--- src/rtl/audio_pkg.sv ---
// Shared types and default sizing for the audio moving-average filter.
// No logic here: FSM state encoding plus default sample width / depth.
package audio_pkg;

  localparam int DATA_W_DEF = 24;
  localparam int LOG2_N_DEF = 3;

  typedef enum logic [1:0] {
    ST_IDLE   = 2'd0,
    ST_UPDATE = 2'd1,
    ST_SEND   = 2'd2
  } state_t;

endpackage

--- src/rtl/avg_ring.sv ---
// One-channel N-deep moving-average core: ring of pre-scaled samples plus running sum.
// Latency: o_sum_nxt is combinational from i_sample; state advances on i_en; no backpressure.
module avg_ring #(
  parameter int DATA_W = 24,
  parameter int LOG2_N = 3
) (
  input  logic              clk,
  input  logic              rst_n,
  input  logic              i_en,
  input  logic [DATA_W-1:0] i_sample,
  output logic [DATA_W-1:0] o_sum_nxt
);

  localparam int N = 1 << LOG2_N;

  logic signed [DATA_W-1:0] r_ring [N];
  logic        [LOG2_N-1:0] r_ptr;
  logic signed [DATA_W:0]   r_sum;

  logic signed [DATA_W-1:0] w_d;
  logic signed [DATA_W-1:0] w_old;
  logic signed [DATA_W:0]   w_d_ext;
  logic signed [DATA_W:0]   w_old_ext;
  logic signed [DATA_W:0]   w_sum_nxt;

  // Pre-scaling each sample by 1/N keeps the sum of N entries inside DATA_W.
  assign w_d       = $signed(i_sample) >>> LOG2_N;
  assign w_old     = r_ring[r_ptr];
  assign w_d_ext   = {w_d[DATA_W-1], w_d};
  assign w_old_ext = {w_old[DATA_W-1], w_old};
  assign w_sum_nxt = r_sum + w_d_ext - w_old_ext;
  assign o_sum_nxt = w_sum_nxt[DATA_W-1:0];

  always_ff @(posedge clk or negedge rst_n) begin
    if (!rst_n) begin
      for (int i = 0; i < N; i++) begin
        r_ring[i] <= '0;
      end
      r_ptr <= '0;
      r_sum <= '0;
    end else if (i_en) begin
      r_ring[r_ptr] <= w_d;
      r_ptr         <= r_ptr + LOG2_N'(1);
      r_sum         <= w_sum_nxt;
    end
  end

endmodule

--- src/rtl/audio_avg_filter.sv ---
// Stereo codec moving-average filter: read sample, update both rings, write result.
// Latency: 3 cycles per sample minimum; write_ready=0 stalls in SEND with outputs held.
module audio_avg_filter
  import audio_pkg::*;
#(
  parameter int DATA_W = DATA_W_DEF,
  parameter int LOG2_N = LOG2_N_DEF
) (
  input  logic              CLOCK_50,
  input  logic              reset,
  input  logic              read_ready,
  input  logic              write_ready,
  input  logic [DATA_W-1:0] readdata_left,
  input  logic [DATA_W-1:0] readdata_right,
  input  logic              bypass,
  output logic              read,
  output logic              write,
  output logic [DATA_W-1:0] writedata_left,
  output logic [DATA_W-1:0] writedata_right
);

  state_t            r_state;
  logic [DATA_W-1:0] r_cap_l;
  logic [DATA_W-1:0] r_cap_r;

  logic              w_take;
  logic              w_upd;
  logic [DATA_W-1:0] w_sum_l;
  logic [DATA_W-1:0] w_sum_r;

  // Strobes are gated by reset so nothing leaks out while reset is held.
  assign w_take = reset && (r_state == ST_IDLE) && read_ready && write_ready;
  assign w_upd  = (r_state == ST_UPDATE);
  assign read   = w_take;
  assign write  = reset && (r_state == ST_SEND) && write_ready;

  avg_ring #(.DATA_W(DATA_W), .LOG2_N(LOG2_N)) u_ring_l (
    .clk       (CLOCK_50),
    .rst_n     (reset),
    .i_en      (w_upd),
    .i_sample  (r_cap_l),
    .o_sum_nxt (w_sum_l)
  );

  avg_ring #(.DATA_W(DATA_W), .LOG2_N(LOG2_N)) u_ring_r (
    .clk       (CLOCK_50),
    .rst_n     (reset),
    .i_en      (w_upd),
    .i_sample  (r_cap_r),
    .o_sum_nxt (w_sum_r)
  );

  always_ff @(posedge CLOCK_50 or negedge reset) begin
    if (!reset) begin
      r_state         <= ST_IDLE;
      r_cap_l         <= '0;
      r_cap_r         <= '0;
      writedata_left  <= '0;
      writedata_right <= '0;
    end else begin
      case (r_state)
        ST_IDLE: begin
          if (w_take) begin
            r_cap_l <= readdata_left;
            r_cap_r <= readdata_right;
            r_state <= ST_UPDATE;
          end
        end
        ST_UPDATE: begin
          // Rings advance regardless of bypass so the average stays current.
          writedata_left  <= bypass ? r_cap_l : w_sum_l;
          writedata_right <= bypass ? r_cap_r : w_sum_r;
          r_state         <= ST_SEND;
        end
        ST_SEND: begin
          if (write_ready) begin
            r_state <= ST_IDLE;
          end
        end
        default: r_state <= ST_IDLE;
      endcase
    end
  end

endmodule

--- config.mk ---
export PLATFORM = sky130hd
export DESIGN_NAME = audio_avg_filter
export DESIGN_NICKNAME = d
export VERILOG_FILES = /design/src/rtl/audio_pkg.sv /design/src/rtl/avg_ring.sv /design/src/rtl/audio_avg_filter.sv
export SDC_FILE = /design/constraint.sdc
export NUM_CORES = 1
export LEC_CHECK = 0
export BUFFER_PORTS_ARGS = -buffer_cell sky130_fd_sc_hd__buf_2
export CAP_MARGIN = 15
export CORE_UTILIZATION = 41
export DETAILED_ROUTE_END_ITERATION = 7
export HOLD_SLACK_MARGIN = 0.03
export SETUP_SLACK_MARGIN = 0.15
export SLEW_MARGIN = 15
export SYNTH_ARGS = -nofsm -noshare
export SYNTH_HDL_FRONTEND = slang
export SYNTH_SLANG_ARGS = --single-unit
export TNS_END_PERCENT = 20
--- constraint.sdc ---
create_clock -name CLOCK_50 -period 6.89 [get_ports CLOCK_50]
set_input_delay 1.378 -clock CLOCK_50 [delete_from_list [all_inputs] [get_ports CLOCK_50]]
set_output_delay 1.378 -clock CLOCK_50 [all_outputs]
set_load 0.1 [all_outputs]
# After elaboration in Yosys (flattened, before gate mapping)
# Index checks and enable logic that the tools add are counted.
[totals]
reg_bits = 538
inputBits = 53
[classes]
add_sub_neg = 6
magnitude_cmp = 4
n_eq_ne = 4
n_mux = 17
bitwise = 2
n_reduce_logical = 10
[ops]
columns = ["cell", "count"]
rows = [
  ["$bwmux 192", 2],
  ["$mux 24", 8],
  ["$bmux 24 s3", 2],
  ["$demux 24 s3", 2],
  ["$add 25x21->25", 2],
  ["$sub 25x24->25", 2],
  ["$ge 4x4->1 const B", 2],
  ["$lt 4x1->1 const B", 2],
  ["$not 3->4", 2],
  ["$logic_and 1x1->1", 7],
  ["$add 3x1->3 const B", 2],
  ["$pmux 2 s3", 1],
  ["$mux 2", 2],
  ["$ne 2x2->1 const B", 2],
  ["$reduce_and 2->1", 2],
  ["$eq 2x1->1 const B", 1],
  ["$eq 2x2->1 const B", 1],
  ["$logic_not 2->1", 1],
]

# Logic depth before layout (Yosys ltp)
[depth]
ltp_word = 6
ltp_mapped = 16
depth_no_buf = 13

# Cells and area by module
# From an unflattened synthesis, not the netlist that was laid out.
[hier_totals]
hier_cells = 2092
hier_area_um2 = 24945.2
[by_module_without_submodules]
columns = ["module", "instances", "cells_each", "area_per_inst_um2"]
rows = [
  ["avg_ring at u_ring_r", 1, 911, 10511.3],
  ["avg_ring at u_ring_l", 1, 861, 10356.2],
  ["audio_avg_filter", 1, 320, 4077.7],
]

# Least setup slack after synthesis
# OpenSTA, ideal clock, no wires.
[synth_path]
path_type = "input port to output port"
startpoint = "input port write_ready"
endpoint = "output port read"
arrival_time_ns = 3.307
required_time_ns = 5.512
slack_ns = 2.205
path_stages = 4
cell_sequence = "nand2_1 > nor4b_2 > clkbuf_1 > clkbuf_1"
[synth_between]
elab_chain_len = 1
[synth_rtl]
columns = ["element", "line_no", "source"]
rows = [
  ["start, declared", "audio_avg_filter.sv:12", "input logic write_ready,"],
  ["$logic_and 1x1->1", "audio_avg_filter.sv:32", "assign w_take = reset && (r_state == ST_IDLE) && read_ready && write_ready;"],
  ["end, declared", "audio_avg_filter.sv:16", "output logic read,"],
]
# No other way between the ends.

# Final worst setup path
[layout_path]
startpoint = "register u_ring_r.r_ptr[0]"
endpoint = "register u_ring_r.r_sum[22]"
[layout_between]
elab_chain_len = 5
[layout_rtl]
columns = ["element", "line_no", "source"]
rows = [
  ["start, declared", "avg_ring.sv:17", "logic [LOG2_N-1:0] r_ptr;"],
  ["start signal, assigned", "avg_ring.sv:43", "r_ptr <= r_ptr + LOG2_N'(1);"],
  ["$not 3->4 (implied by the code)", "avg_ring.sv:28", "assign w_old = r_ring[r_ptr];"],
  ["$bmux 24 s3", "avg_ring.sv:28", ""],
  ["$mux 24 (implied by the code) (2 in a row)", "avg_ring.sv:28", ""],
  ["$sub 25x24->25", "avg_ring.sv:31", "assign w_sum_nxt = r_sum + w_d_ext - w_old_ext;"],
  ["end signal, assigned", "avg_ring.sv:44", "r_sum <= w_sum_nxt;"],
  ["end, declared", "avg_ring.sv:18", "logic signed [DATA_W:0] r_sum;"],
]
# No other way between the ends. The select of a mux whose other input is x is not followed.
# A chain may end at the register's enable or synchronous reset.

==> reports/summary.txt <==
CTS buffer count -> 55
WL final -> 62,200 um
flops & latches, synth -> 488
Worst EP required -> 7.36 ns
Clock Latency Late Sink -> 0.64 ns
Wirelength per Cell -> 20.2 um
RSZ-0062 raised after global routing -> no
Worst R2R End -> u_ring_r.r_sum[22]
commonest non-fill, non-tap cell in the layout -> dfrtp_1
RePlAce Congestion -> 0.864
drt initial violations -> 1,039
CTS tree -> done
most frequent cells in the layout -> dfrtp_1, nand2_1, o21ai_0
status -> finished clean
Initial DRT Pass Iterations -> 5
first-pass GRT wire length -> 99,700 um
Antenna Nets Post-Route -> 0
net count after synthesis -> 2,349
HPWL Detailed -> 41,200 um
Die Y -> 246 um
Die Area -> 60,600 um^2
initial antenna violation count -> 2
Seq/Total Area, Yosys -> 0.499
HP Class -> reg2reg
clk_skew -> 0.0325 ns
crit start category -> flop
DR vias -> 16,600
CP startpoint -> u_ring_r.r_ptr[0]
Highest Clock Rate -> 195 MHz
endpoint class of the critical path -> flop
buffer count from post-CTS setup fixing -> 0
Reg2Reg Depth -> 13
fin. max-slew vios -> 0
Root Buffer -> clkbuf_16
Post-Syn Instances -> 2,198
Avg Cell Area, Syn -> 11.1 um^2
maximum level of the CTS H-tree -> 2
post-cts gate resize count -> 0
CP max FO -> 30
grt ovf -> 0
Area Overhead vs Synth -> 13.2%
ys flop type -> dfrtp_1
final hold vios -> 0
EDFF count, synth -> 0
max cap viols -> 0
Clock Path Buffers -> 3
PortBufs -> 102
CP arrival -> 5.60 ns
CTS clk-pin slew, worst paths -> 0.06 ns
drt drc -> 0
FF-to-FF Start -> u_ring_r.r_ptr[0]
ratio of cells with drive above 1 in the final layout -> 0.243
Final Net Count -> 2,412
vias per cell -> 5.39
cell area after synthesis -> 24,400 um^2
vias in the first global route -> 17,400
Rows -> 89
Slew @ Worst Pin -> 1.04 ns
final clock period utilization by the worst path -> 0.744
Num Clock Sinks -> 488
Rel. slew slack -> 0.305
flop2flop setup slack -> 1.76 ns
I/O Pins -> 103
pin count of the biggest net entering global routing -> 89
core area -> 59,000 um^2
Post-Layout Cell Count -> 3,078
Final min period -> 5.13 ns
async set-reset flop share out of synthesis -> 1.00
YS warnings -> 0
worst setup path end -> u_ring_r.r_sum[22]
n_diodes -> 0
Final setup viols -> 0
setup TNS -> 0 ns
Setup CP Type -> reg2reg
synth unique cells -> 60
CTS Hold Buffers Added -> 0
gr usage total -> 0.212
Inst Count DP -> 2,977
Die X -> 246 um
initial core utilization -> 0.414
==> synth_stat cells, types with 2 or more instances <==
library cell  number  area (um^2)
dfrtp_1          488        12200
nand2_1          324         1220
o21ai_0          307         1540
mux2_2           225         2530
inv_1            190          713
clkbuf_1          91          342
mux4_2            84         1890
a21oi_1           83          415
ha_1              52          651
fa_1              46          921
nor2_1            46          173
xnor2_1           26          228
xor2_1            23          201
and3_1            22          138
buf_2             21          105
buf_1             18         67.6
nand3_1           18         90.1
nor3_1            11         55.1
o211ai_1          10         75.1
o21a_1            10         75.1
mux2i_1            8         80.1
a211oi_1           6         45.0
nand4_1            6         37.5
nor3b_1            6         45.0
nand2b_1           5         31.3
nor2b_1            5         31.3
a21o_1             4         30.0
nand3b_1           4         30.0
o21bai_1           4         30.0
o22ai_1            4         25.0
o31ai_1            4         30.0
a31oi_1            3         18.8
nand4b_1           3         26.3
nor4_1             3         18.8
o21ai_1            3         15.0
or4_1              3         22.5
a211o_1            2         17.5
a21oi_2            2         17.5
a221oi_1           2         17.5
a311oi_1           2         17.5
a32oi_1            2         17.5
a41oi_1            2         17.5
o41ai_1            2         17.5
or3_1              2         12.5
==> registers in the layout, indices dropped and copies added, names as in the netlist <==
register and count:
u_ring_l.r_ring 168, u_ring_r.r_ring 168, r_cap_l 24, r_cap_r 24
u_ring_l.r_sum 24, u_ring_r.r_sum 24, writedata_left 24, writedata_right 24
u_ring_l.r_ptr 3, u_ring_r.r_ptr 3, r_state 2
==> metal layers <==
layer	up-vias	global-route usage	part of all wire
li1	7681	-	-
met1	8464	0.289	0.45
met2	357	0.355	0.49
met3	101	0.0253	0.041
met4	0	0.0608	0.024
met5	-	0	0
==> cells by family after synthesis <==
logic type	Yosys count	share of synthesized area
flip-flops	488	0.499
AND/OR/NAND/NOR	464	0.0814
AO/OA/AOI/OAI	462	0.103
buffers and inverters	320	0.0502
multiplexers	317	0.184
adder cells (fa/ha/maj)	98	0.0643
XOR/XNOR	49	0.0176
==> through the flow <==
stage	utilization	instance area (um^2)	setup WS [ns]	hold slack, ns
4_1_cts	0.469	27700	1.72	0.479
6_report	0.469	27700	1.76	0.476
2_1_floorplan	-	24400	2.20	0.445
3_3_place_gp	0.436	25800	1.84	0.457
5_1_grt	0.469	27700	1.45	0.493
3_5_place_dp	0.436	25800	1.74	0.466
==> final cells by class <==
| type | instances | area (um^2) |
|---|---|---|
| inverters | 190 | 713 |
| multi-input cells | 1390 | 11100 |
| clock buffers | 80 | 1610 |
| well taps | 773 | 967 |
| flip-flops and latches | 488 | 12200 |
| repair buffers | 136 | 776 |
| clock inverters | 21 | 323 |
| fillers | 5456 | 31300 |
==> how the worst min path moves through the flow <==
stage,startpoint,to,slack (ns),cells after the start
after floorplan,u_ring_l.r_ring[121],u_ring_l.r_ring[121],0.44,2
after global placement,u_ring_l.r_ring[154],u_ring_l.r_ring[154],0.46,2
after detailed placement,u_ring_l.r_ring[124],u_ring_l.r_ring[124],0.47,2
after CTS,u_ring_l.r_ring[124],u_ring_l.r_ring[124],0.48,2
after global routing,u_ring_l.r_ring[128],u_ring_l.r_ring[128],0.49,2
final,u_ring_r.r_ring[150],u_ring_r.r_ring[150],0.48,2
==> critical path: stages (launching register included) <==
cell and delay [ns]:
dfrtp_2 1.06, buf_4 0.49, mux4_2 0.55, mux2_2 0.30, fa_1 0.49, inv_1 0.04, ha_1 0.43, nand2_1 0.16
or3_1 0.35, or3_1 0.36, a21oi_1 0.30, a221oi_1 0.14, xor2_1 0.21, o21ai_1 0.08
Power is left out: the tool's default activity adds up to more than one toggle a clock period on the data nets, which glitch-free logic cannot reach.
